==> src/rtl/mult_pkg.sv <==
// Shared definitions for the multiplier job sequencer: FSM encoding,
// default parameters and the FIFO occupancy width helper.
package mult_pkg;

  localparam int DEF_WIDTH   = 32;
  localparam int DEF_DEPTH   = 4;
  localparam int DEF_TIMEOUT = 64;

  typedef enum logic [1:0] {
    ST_IDLE  = 2'd0,
    ST_ISSUE = 2'd1,
    ST_WAIT  = 2'd2,
    ST_HOLD  = 2'd3
  } seq_state_e;

  // Occupancy must represent 0..depth inclusive, hence one extra bit.
  function automatic int count_width(input int depth);
    return $clog2(depth) + 1;
  endfunction

endpackage

==> src/rtl/mult_operand_fifo.sv <==
// Synchronous operand FIFO with occupancy count; pushes while full and
// pops while empty are dropped.
module mult_operand_fifo
  import mult_pkg::*;
#(
  parameter int DW    = 2 * DEF_WIDTH,
  parameter int DEPTH = DEF_DEPTH
) (
  input  logic                          clk,
  input  logic                          rst,
  input  logic                          push,
  input  logic                          pop,
  input  logic [DW-1:0]                 wdata,
  output logic [DW-1:0]                 rdata,
  output logic                          full,
  output logic                          empty,
  output logic [count_width(DEPTH)-1:0] count
);

  localparam int PW = $clog2(DEPTH);
  localparam int CW = count_width(DEPTH);

  logic [DW-1:0] mem_r [DEPTH];
  logic [PW-1:0] wr_ptr_r;
  logic [PW-1:0] rd_ptr_r;
  logic [CW-1:0] count_r;
  logic          push_ok_s;
  logic          pop_ok_s;

  assign full      = (count_r == CW'(DEPTH));
  assign empty     = (count_r == {CW{1'b0}});
  assign push_ok_s = push & ~full;
  assign pop_ok_s  = pop & ~empty;
  assign rdata     = mem_r[rd_ptr_r];
  assign count     = count_r;

  // Storage array; contents are don't-care until written, so no reset.
  always_ff @(posedge clk) begin
    if (push_ok_s) begin
      mem_r[wr_ptr_r] <= wdata;
    end
  end

  // Pointers wrap naturally because DEPTH is a power of two.
  always_ff @(posedge clk or posedge rst) begin
    if (rst) begin
      wr_ptr_r <= {PW{1'b0}};
      rd_ptr_r <= {PW{1'b0}};
      count_r  <= {CW{1'b0}};
    end else begin
      if (push_ok_s) begin
        wr_ptr_r <= wr_ptr_r + PW'(1);
      end
      if (pop_ok_s) begin
        rd_ptr_r <= rd_ptr_r + PW'(1);
      end
      case ({push_ok_s, pop_ok_s})
        2'b10:   count_r <= count_r + CW'(1);
        2'b01:   count_r <= count_r - CW'(1);
        default: count_r <= count_r;
      endcase
    end
  end

endmodule

==> src/rtl/mult_job_sequencer.sv <==
// Queues operand pairs, issues one start pulse per job to the shift-add
// multiplier, captures the product on done's rising edge and watchdogs each job.
module mult_job_sequencer
  import mult_pkg::*;
#(
  parameter int WIDTH   = DEF_WIDTH,
  parameter int DEPTH   = DEF_DEPTH,
  parameter int TIMEOUT = DEF_TIMEOUT
) (
  input  logic                          clk,
  input  logic                          rst,
  input  logic                          in_valid,
  output logic                          in_ready,
  input  logic [WIDTH-1:0]              in_a,
  input  logic [WIDTH-1:0]              in_b,
  output logic                          mul_start,
  output logic [WIDTH-1:0]              mul_a,
  output logic [WIDTH-1:0]              mul_b,
  input  logic                          mul_done,
  input  logic [2*WIDTH-1:0]            mul_product,
  output logic                          out_valid,
  input  logic                          out_ready,
  output logic [2*WIDTH-1:0]            out_product,
  output logic                          out_timeout,
  output logic                          busy,
  output logic [count_width(DEPTH)-1:0] fifo_count
);

  localparam int CW  = count_width(DEPTH);
  localparam int PWD = 2 * WIDTH;
  localparam int WDW = $clog2(TIMEOUT) + 1;
  localparam logic [WDW-1:0] WD_LAST = WDW'(TIMEOUT - 1);

  seq_state_e     state_r, state_s;
  logic [WDW-1:0] wd_r, wd_s;
  logic           done_q_r;
  logic           done_rise_s;

  logic           fifo_push_s;
  logic           fifo_pop_s;
  logic           fifo_full_s;
  logic           fifo_empty_s;
  logic [PWD-1:0] fifo_head_s;
  logic [CW-1:0]  fifo_count_s;

  logic           mul_start_r, mul_start_s;
  logic [WIDTH-1:0] mul_a_r, mul_a_s;
  logic [WIDTH-1:0] mul_b_r, mul_b_s;
  logic           out_valid_r, out_valid_s;
  logic [PWD-1:0] out_product_r, out_product_s;
  logic           out_timeout_r, out_timeout_s;

  assign fifo_push_s = in_valid & ~fifo_full_s;
  assign done_rise_s = mul_done & ~done_q_r;

  mult_operand_fifo #(
    .DW    (PWD),
    .DEPTH (DEPTH)
  ) u_fifo (
    .clk   (clk),
    .rst   (rst),
    .push  (fifo_push_s),
    .pop   (fifo_pop_s),
    .wdata ({in_a, in_b}),
    .rdata (fifo_head_s),
    .full  (fifo_full_s),
    .empty (fifo_empty_s),
    .count (fifo_count_s)
  );

  // Next-state and next-output logic; defaults hold every register.
  always_comb begin
    state_s       = state_r;
    wd_s          = wd_r;
    fifo_pop_s    = 1'b0;
    mul_start_s   = 1'b0;
    mul_a_s       = mul_a_r;
    mul_b_s       = mul_b_r;
    out_valid_s   = out_valid_r;
    out_product_s = out_product_r;
    out_timeout_s = out_timeout_r;
    case (state_r)
      ST_IDLE: begin
        if (!fifo_empty_s) begin
          fifo_pop_s  = 1'b1;
          mul_a_s     = fifo_head_s[PWD-1:WIDTH];
          mul_b_s     = fifo_head_s[WIDTH-1:0];
          wd_s        = {WDW{1'b0}};
          mul_start_s = 1'b1;
          state_s     = ST_ISSUE;
        end else begin
          state_s = ST_IDLE;
        end
      end
      ST_ISSUE: begin
        state_s = ST_WAIT;
      end
      ST_WAIT: begin
        wd_s = wd_r + WDW'(1);
        // A real edge beats a coincident watchdog expiry.
        if (done_rise_s) begin
          out_product_s = mul_product;
          out_timeout_s = 1'b0;
          out_valid_s   = 1'b1;
          state_s       = ST_HOLD;
        end else if (wd_s == WD_LAST) begin
          out_product_s = {PWD{1'b0}};
          out_timeout_s = 1'b1;
          out_valid_s   = 1'b1;
          state_s       = ST_HOLD;
        end else begin
          state_s = ST_WAIT;
        end
      end
      ST_HOLD: begin
        if (out_valid_r && out_ready) begin
          out_valid_s = 1'b0;
          state_s     = ST_IDLE;
        end else begin
          state_s = ST_HOLD;
        end
      end
      default: begin
        state_s = ST_IDLE;
      end
    endcase
  end

  // FSM state, watchdog and done history.
  always_ff @(posedge clk or posedge rst) begin
    if (rst) begin
      state_r  <= ST_IDLE;
      wd_r     <= {WDW{1'b0}};
      done_q_r <= 1'b0;
    end else begin
      state_r  <= state_s;
      wd_r     <= wd_s;
      done_q_r <= mul_done;
    end
  end

  // Registered outputs towards the multiplier and the result stream.
  always_ff @(posedge clk or posedge rst) begin
    if (rst) begin
      mul_start_r   <= 1'b0;
      mul_a_r       <= {WIDTH{1'b0}};
      mul_b_r       <= {WIDTH{1'b0}};
      out_valid_r   <= 1'b0;
      out_product_r <= {PWD{1'b0}};
      out_timeout_r <= 1'b0;
    end else begin
      mul_start_r   <= mul_start_s;
      mul_a_r       <= mul_a_s;
      mul_b_r       <= mul_b_s;
      out_valid_r   <= out_valid_s;
      out_product_r <= out_product_s;
      out_timeout_r <= out_timeout_s;
    end
  end

  assign mul_start   = mul_start_r;
  assign mul_a       = mul_a_r;
  assign mul_b       = mul_b_r;
  assign out_valid   = out_valid_r;
  assign out_product = out_product_r;
  assign out_timeout = out_timeout_r;
  // Status flags are decoded straight from registered state.
  assign in_ready    = ~fifo_full_s;
  assign busy        = (state_r != ST_IDLE) | ~fifo_empty_s;
  assign fifo_count  = fifo_count_s;

endmodule

==> config.mk <==
export PLATFORM = sky130hd
export DESIGN_NAME = mult_job_sequencer
export DESIGN_NICKNAME = d
export VERILOG_FILES = /design/src/rtl/mult_pkg.sv /design/src/rtl/mult_operand_fifo.sv /design/src/rtl/mult_job_sequencer.sv
export SDC_FILE = /design/constraint.sdc
export NUM_CORES = 1
export LEC_CHECK = 0
export ABC_CLOCK_PERIOD_IN_PS = 6840
export BUFFER_PORTS_ARGS = -buffer_cell sky130_fd_sc_hd__buf_2
export CORE_AREA = 2 2 251 253
export DETAILED_ROUTE_END_ITERATION = 8
export DIE_AREA = 0 0 253 255
export GPL_TIMING_DRIVEN = 0
export PLACE_DENSITY = 0.51
export SYNTH_ARGS = -nofsm -noshare
export SYNTH_HDL_FRONTEND = slang
export SYNTH_SLANG_ARGS = --single-unit
==> constraint.sdc <==
create_clock -name clk -period 6.84 [get_ports clk]
set_input_delay 1.026 -clock clk [delete_from_list [all_inputs] [get_ports clk]]
set_output_delay 1.026 -clock clk [all_outputs]
set_load 0.05 [all_outputs]
==> out/metrics.sh <==
GRT_MAX_DEGREE=86
INITIAL_ANTENNA_VIOLATION_COUNT=9
DPL.HPWL_UM=26600
SETUP.WORST_PATH.END_CLASS='flop'
CTS.REPAIR_TIMING.SETUP_BUFFER_COUNT=0
SYNTH_EDF_COUNT=256
CP_DATA_REQUIRED_TIME_PS=7340
POWER.IR.VDD_WORST_mV=0.257
CLKTRANSATPATHREGS_PS=60
TIMING.FINAL.CRIT_SHARE=0.450
WORST_PIN_SLEW_PS=1030
POST_ROUTE_DESIGN_AREA_UM2=19500
REPORT.FINAL.SLEW_VIOL_COUNT=0
CRIT-REG2REG-LAUNCH='u_fifo.count[0]'
SETUP_VIOLATIONS=0
ROUTE.FINAL.WIRE_LENGTH_UM=39700
POST_SYNTH_INST_COUNT=921
WORSTSETUPPATHTYPE='reg2reg'
DRT.ANTENNA.VIOLATING_NETS=0
CLKSINKCOUNT=404
HOLDPATHEND='mul_b[17]'
CLKPWRFRAC=0.269
R2R_CELLS=9
WORST_R2R_ENDPOINT='u_fifo.count[2]'
PLACED_STANDARD_CELL_AREA_UM2=17800
PLACE_INST=1993
P_LEAK_nW=7.78
SYNTH_AREA_PER_CELL_UM2=16.6
GRT-OVFL-TOTAL=0
RESULT_OF_THE_RUN='finished, final reports clean'
SETUP_REPAIR_AFTER_GLOBAL_ROUTING_MISSED_ITS_MARGIN='no'
SWITCHINGPOWER_W=0.00383
DIEAREA_UM2=64500
FIRST_PASS_ITERS=4
TOP_LEVEL_PORTS=269
POST_DRT_VIA_CELL_RATIO=4.21
SYNTH_NETS=1062
NETLIST_AREA_UM2=15300
CORE_REGION_AREA_UM2=62200
POWER_W=0.00979
FINALWORSTPATHREQUIREDPERIOD_PS=3070
WORSTHOLDPATHCELLS=2
NUMPORTBUFFERS=268
FINALHOLDVIOLATIONS=0
FINAL_NET_COUNT=1385
FILLERINSTANCES=6195
SETUP_WS_PS=3770
CTS.REPAIR.RESIZED=0
CTS.PATH.MAX_BUFFERS=3
CTS_TREE='done'
P_INT_W=0.00596
CRIT_ARRIVAL_PS=3580
INSERTION_DELAY_PS=580
NETLIST-CELL-TYPE-COUNT=38
MAXCLOCKFREQUENCY_MHz=325
P_SW_FRAC=0.391
SEQ_AREA_FRAC_SYNTH=0.744
SYNTH-WARNING-COUNT=0
POSTSYNTH.ASYNCRESETSHARE=0.366
POSTCTSHOLDBUFS=0
WL_PER_INSTANCE_UM=19.0
SYNTH_SEQ_CELLS=404
PRECTSSETUPSLACK_PS=3560
DRCVIOLATIONCOUNT=0
FIN_WORST_SKEW_PS=22.0
SHARE_COMB_OF_TOTAL_POWER=0.359
STARTPOINT_OF_THE_MOST_CRITICAL_SETUP_PATH='u_fifo.count[0]'
POWERDENSITY_nW_PER_UM2=503
WIRE_LENGTH_OF_THE_FIRST_GLOBAL_ROUTING_PASS_UM=58700
CTS_MAX_LEVEL=2
ROOT_DRIVER='sky130_fd_sc_hd__clkbuf_16'
WORST_CASE_HEADROOM_TO_THE_MAX_SLEW_LIMIT=0.314
CTS_INSERTED_BUFFERS=48
NUMBER_OF_GLOBAL_ROUTE_VIAS_BEFORE_REPAIR=9374
DETAILROUTE.VIA_COUNT=8790
HOLD_PATH_STARTPOINT='mul_b[17]'
MIN_PATH_TYPE='reg2reg'
DIE_Y_UM=255
GLOBAL_ROUTE.USAGE.TOTAL=0.122
INITIAL_UTILIZATION=0.246
CORE.ROWCOUNT=92
SETUP.WORST_PATH.START_CLASS='flop'
YS.FLOP_TYPE='sky130_fd_sc_hd__edfxtp_1'
PLACE_CONGESTION=0.793
FINAL-INSTANCE-COUNT-EXCL-FILL=2088
WORST_PATH_MAXIMUM_FANOUT=11
DRTITER0DRC=343
TIMING.MAX_CAP.VIOLATIONS=0
AREA_GROWTH_SYN_TO_LAYOUT_PCT=27.3
RRSETUPSLACK_PS=3770
PWR-SHARE-SEQ=0.371
DRIVE_ABOVE_1_SHARE=0.341
FLOORPLAN.DIE.WIDTH_UM=253
through the flow:
stage | utilization | TNS [ps] | hold slack [ps]
floorplan | - | 0 | 472
global placement | 0.284 | -115570 | 457
detailed placement | 0.286 | 0 | 457
CTS | 0.313 | 0 | 472
global route | 0.313 | 0 | 486
finish | 0.313 | 0 | 466
metal layers:
metal	vias to the layer above	GRT usage	wire [um]
li1	4084	-	-
met1	4340	0.143	16200
met2	283	0.212	19300
met3	71	0.0401	3210
met4	12	0.0397	957
met5	-	0	80
sequential cells by signal (all words and copies together) (netlist names):
signal and cells:
mul_start 1, u_fifo.mem_r 256, done_q_r 1, mul_a 32, out_product 64, state_r 2, mul_b 32, out_timeout 1
u_fifo.count 3, wd_r 7, u_fifo.wr_ptr_r 2, u_fifo.rd_ptr_r 2, out_valid 1
kinds of logic (layout without fill, tap and decap cells):
logic type                 count (synthesis)  count (layout)  synth area share
other                                      0               5                 0
DFF                                      404             404             0.744
xor gates and xnor gates                   9               9           0.00515
buffers and inverters                     56             419            0.0158
muxes                                    130             130             0.138
and+or+nand+nor                          231             231            0.0612
adders and majority gates                  8               8           0.00703
AOI/OAI and AO/OA                         83              83            0.0288
worst max path at each step:
stage / end / slack, ps / cells after the start
floorplan: done_q_r / 1830 / 1
global placement: state_r[0] / -790 / 2
detailed placement: u_fifo.count[2] / 3560 / 9
CTS: u_fifo.count[2] / 3550 / 9
global route: u_fifo.count[2] / 3440 / 9
finish: u_fifo.count[2] / 3770 / 9
placed cells by master, fill, tap and decap left out, types with 4 or more instances in the layout:
master,n
sky130_fd_sc_hd__buf_2,281
sky130_fd_sc_hd__edfxtp_1,256
sky130_fd_sc_hd__nand2_1,205
sky130_fd_sc_hd__dfrtp_1,148
sky130_fd_sc_hd__a21oi_1,65
sky130_fd_sc_hd__mux4_2,64
sky130_fd_sc_hd__mux2i_1,64
sky130_fd_sc_hd__clkbuf_16,49
sky130_fd_sc_hd__clkbuf_1,38
sky130_fd_sc_hd__buf_1,9
sky130_fd_sc_hd__xnor2_1,7
sky130_fd_sc_hd__o21ai_0,7
sky130_fd_sc_hd__ha_1,7
sky130_fd_sc_hd__clkinv_2,7
sky130_fd_sc_hd__bufinv_16,6
sky130_fd_sc_hd__diode_2,5
sky130_fd_sc_hd__nor2_1,5
sky130_fd_sc_hd__buf_16,5
sky130_fd_sc_hd__clkinv_1,4
sky130_fd_sc_hd__inv_1,4
sky130_fd_sc_hd__and2_1,4
sky130_fd_sc_hd__buf_4,4
sky130_fd_sc_hd__and3_4,4
sky130_fd_sc_hd__clkbuf_8,4
area by class of cell:
| class | instances | area, um2 | share of cell area |
|---|---|---|---|
| inverters | 6 | 30.0 | 0.00154 |
| multi-input cells | 461 | 3690 | 0.189 |
| diodes | 5 | 12.5 | 0.000642 |
| plain buffers | 50 | 219 | 0.0112 |
| clock inverters | 23 | 323 | 0.0166 |
| clock buffers | 67 | 1330 | 0.0685 |
| well taps | 799 | 1000 | 0.0513 |
| flip-flops and latches | 404 | 11400 | 0.585 |
| repair buffers | 273 | 1480 | 0.0759 |
critical path: stages, from the launching register on:
cell	delay (ps)
sky130_fd_sc_hd__dfrtp_1	460
sky130_fd_sc_hd__or3_1	430
sky130_fd_sc_hd__nand2_1	240
sky130_fd_sc_hd__clkinv_1	390
sky130_fd_sc_hd__clkbuf_1	370
sky130_fd_sc_hd__ha_1	320
sky130_fd_sc_hd__fa_1	380
sky130_fd_sc_hd__xnor2_1	130
sky130_fd_sc_hd__nor2_1	120
sky130_fd_sc_hd__xor2_1	150
synth_stat cells, types with 4 or more instances:
cell type	n	area [um2]
sky130_fd_sc_hd__buf_4	4	30.0
sky130_fd_sc_hd__ha_1	7	87.6
sky130_fd_sc_hd__buf_2	13	65.1
sky130_fd_sc_hd__clkbuf_1	24	90.1
sky130_fd_sc_hd__inv_1	5	18.8
sky130_fd_sc_hd__mux2i_1	64	641
sky130_fd_sc_hd__xnor2_1	7	61.3
sky130_fd_sc_hd__nand2_1	205	769
sky130_fd_sc_hd__nor2_1	5	18.8
sky130_fd_sc_hd__o21ai_0	7	35.0
sky130_fd_sc_hd__and3_1	4	25.0
sky130_fd_sc_hd__a21oi_1	65	325
sky130_fd_sc_hd__edfxtp_1	256	7690
sky130_fd_sc_hd__buf_1	9	33.8
sky130_fd_sc_hd__dfrtp_1	148	3700
sky130_fd_sc_hd__mux4_2	64	1440
sky130_fd_sc_hd__and2_1	4	25.0
power by group through the flow:
stage	sequential (W)	clock (W)	combinational [W]
global route	0.00371	0.00282	0.00380
CTS	0.00365	0.00274	0.00361
detailed placement	0.00369	0	0.00361
finish	0.00364	0.00264	0.00352
floorplan	0.00493	0	0.00128
global placement	0.00372	0	0.00352
Note: power is estimated with default switching activity, not from simulation.
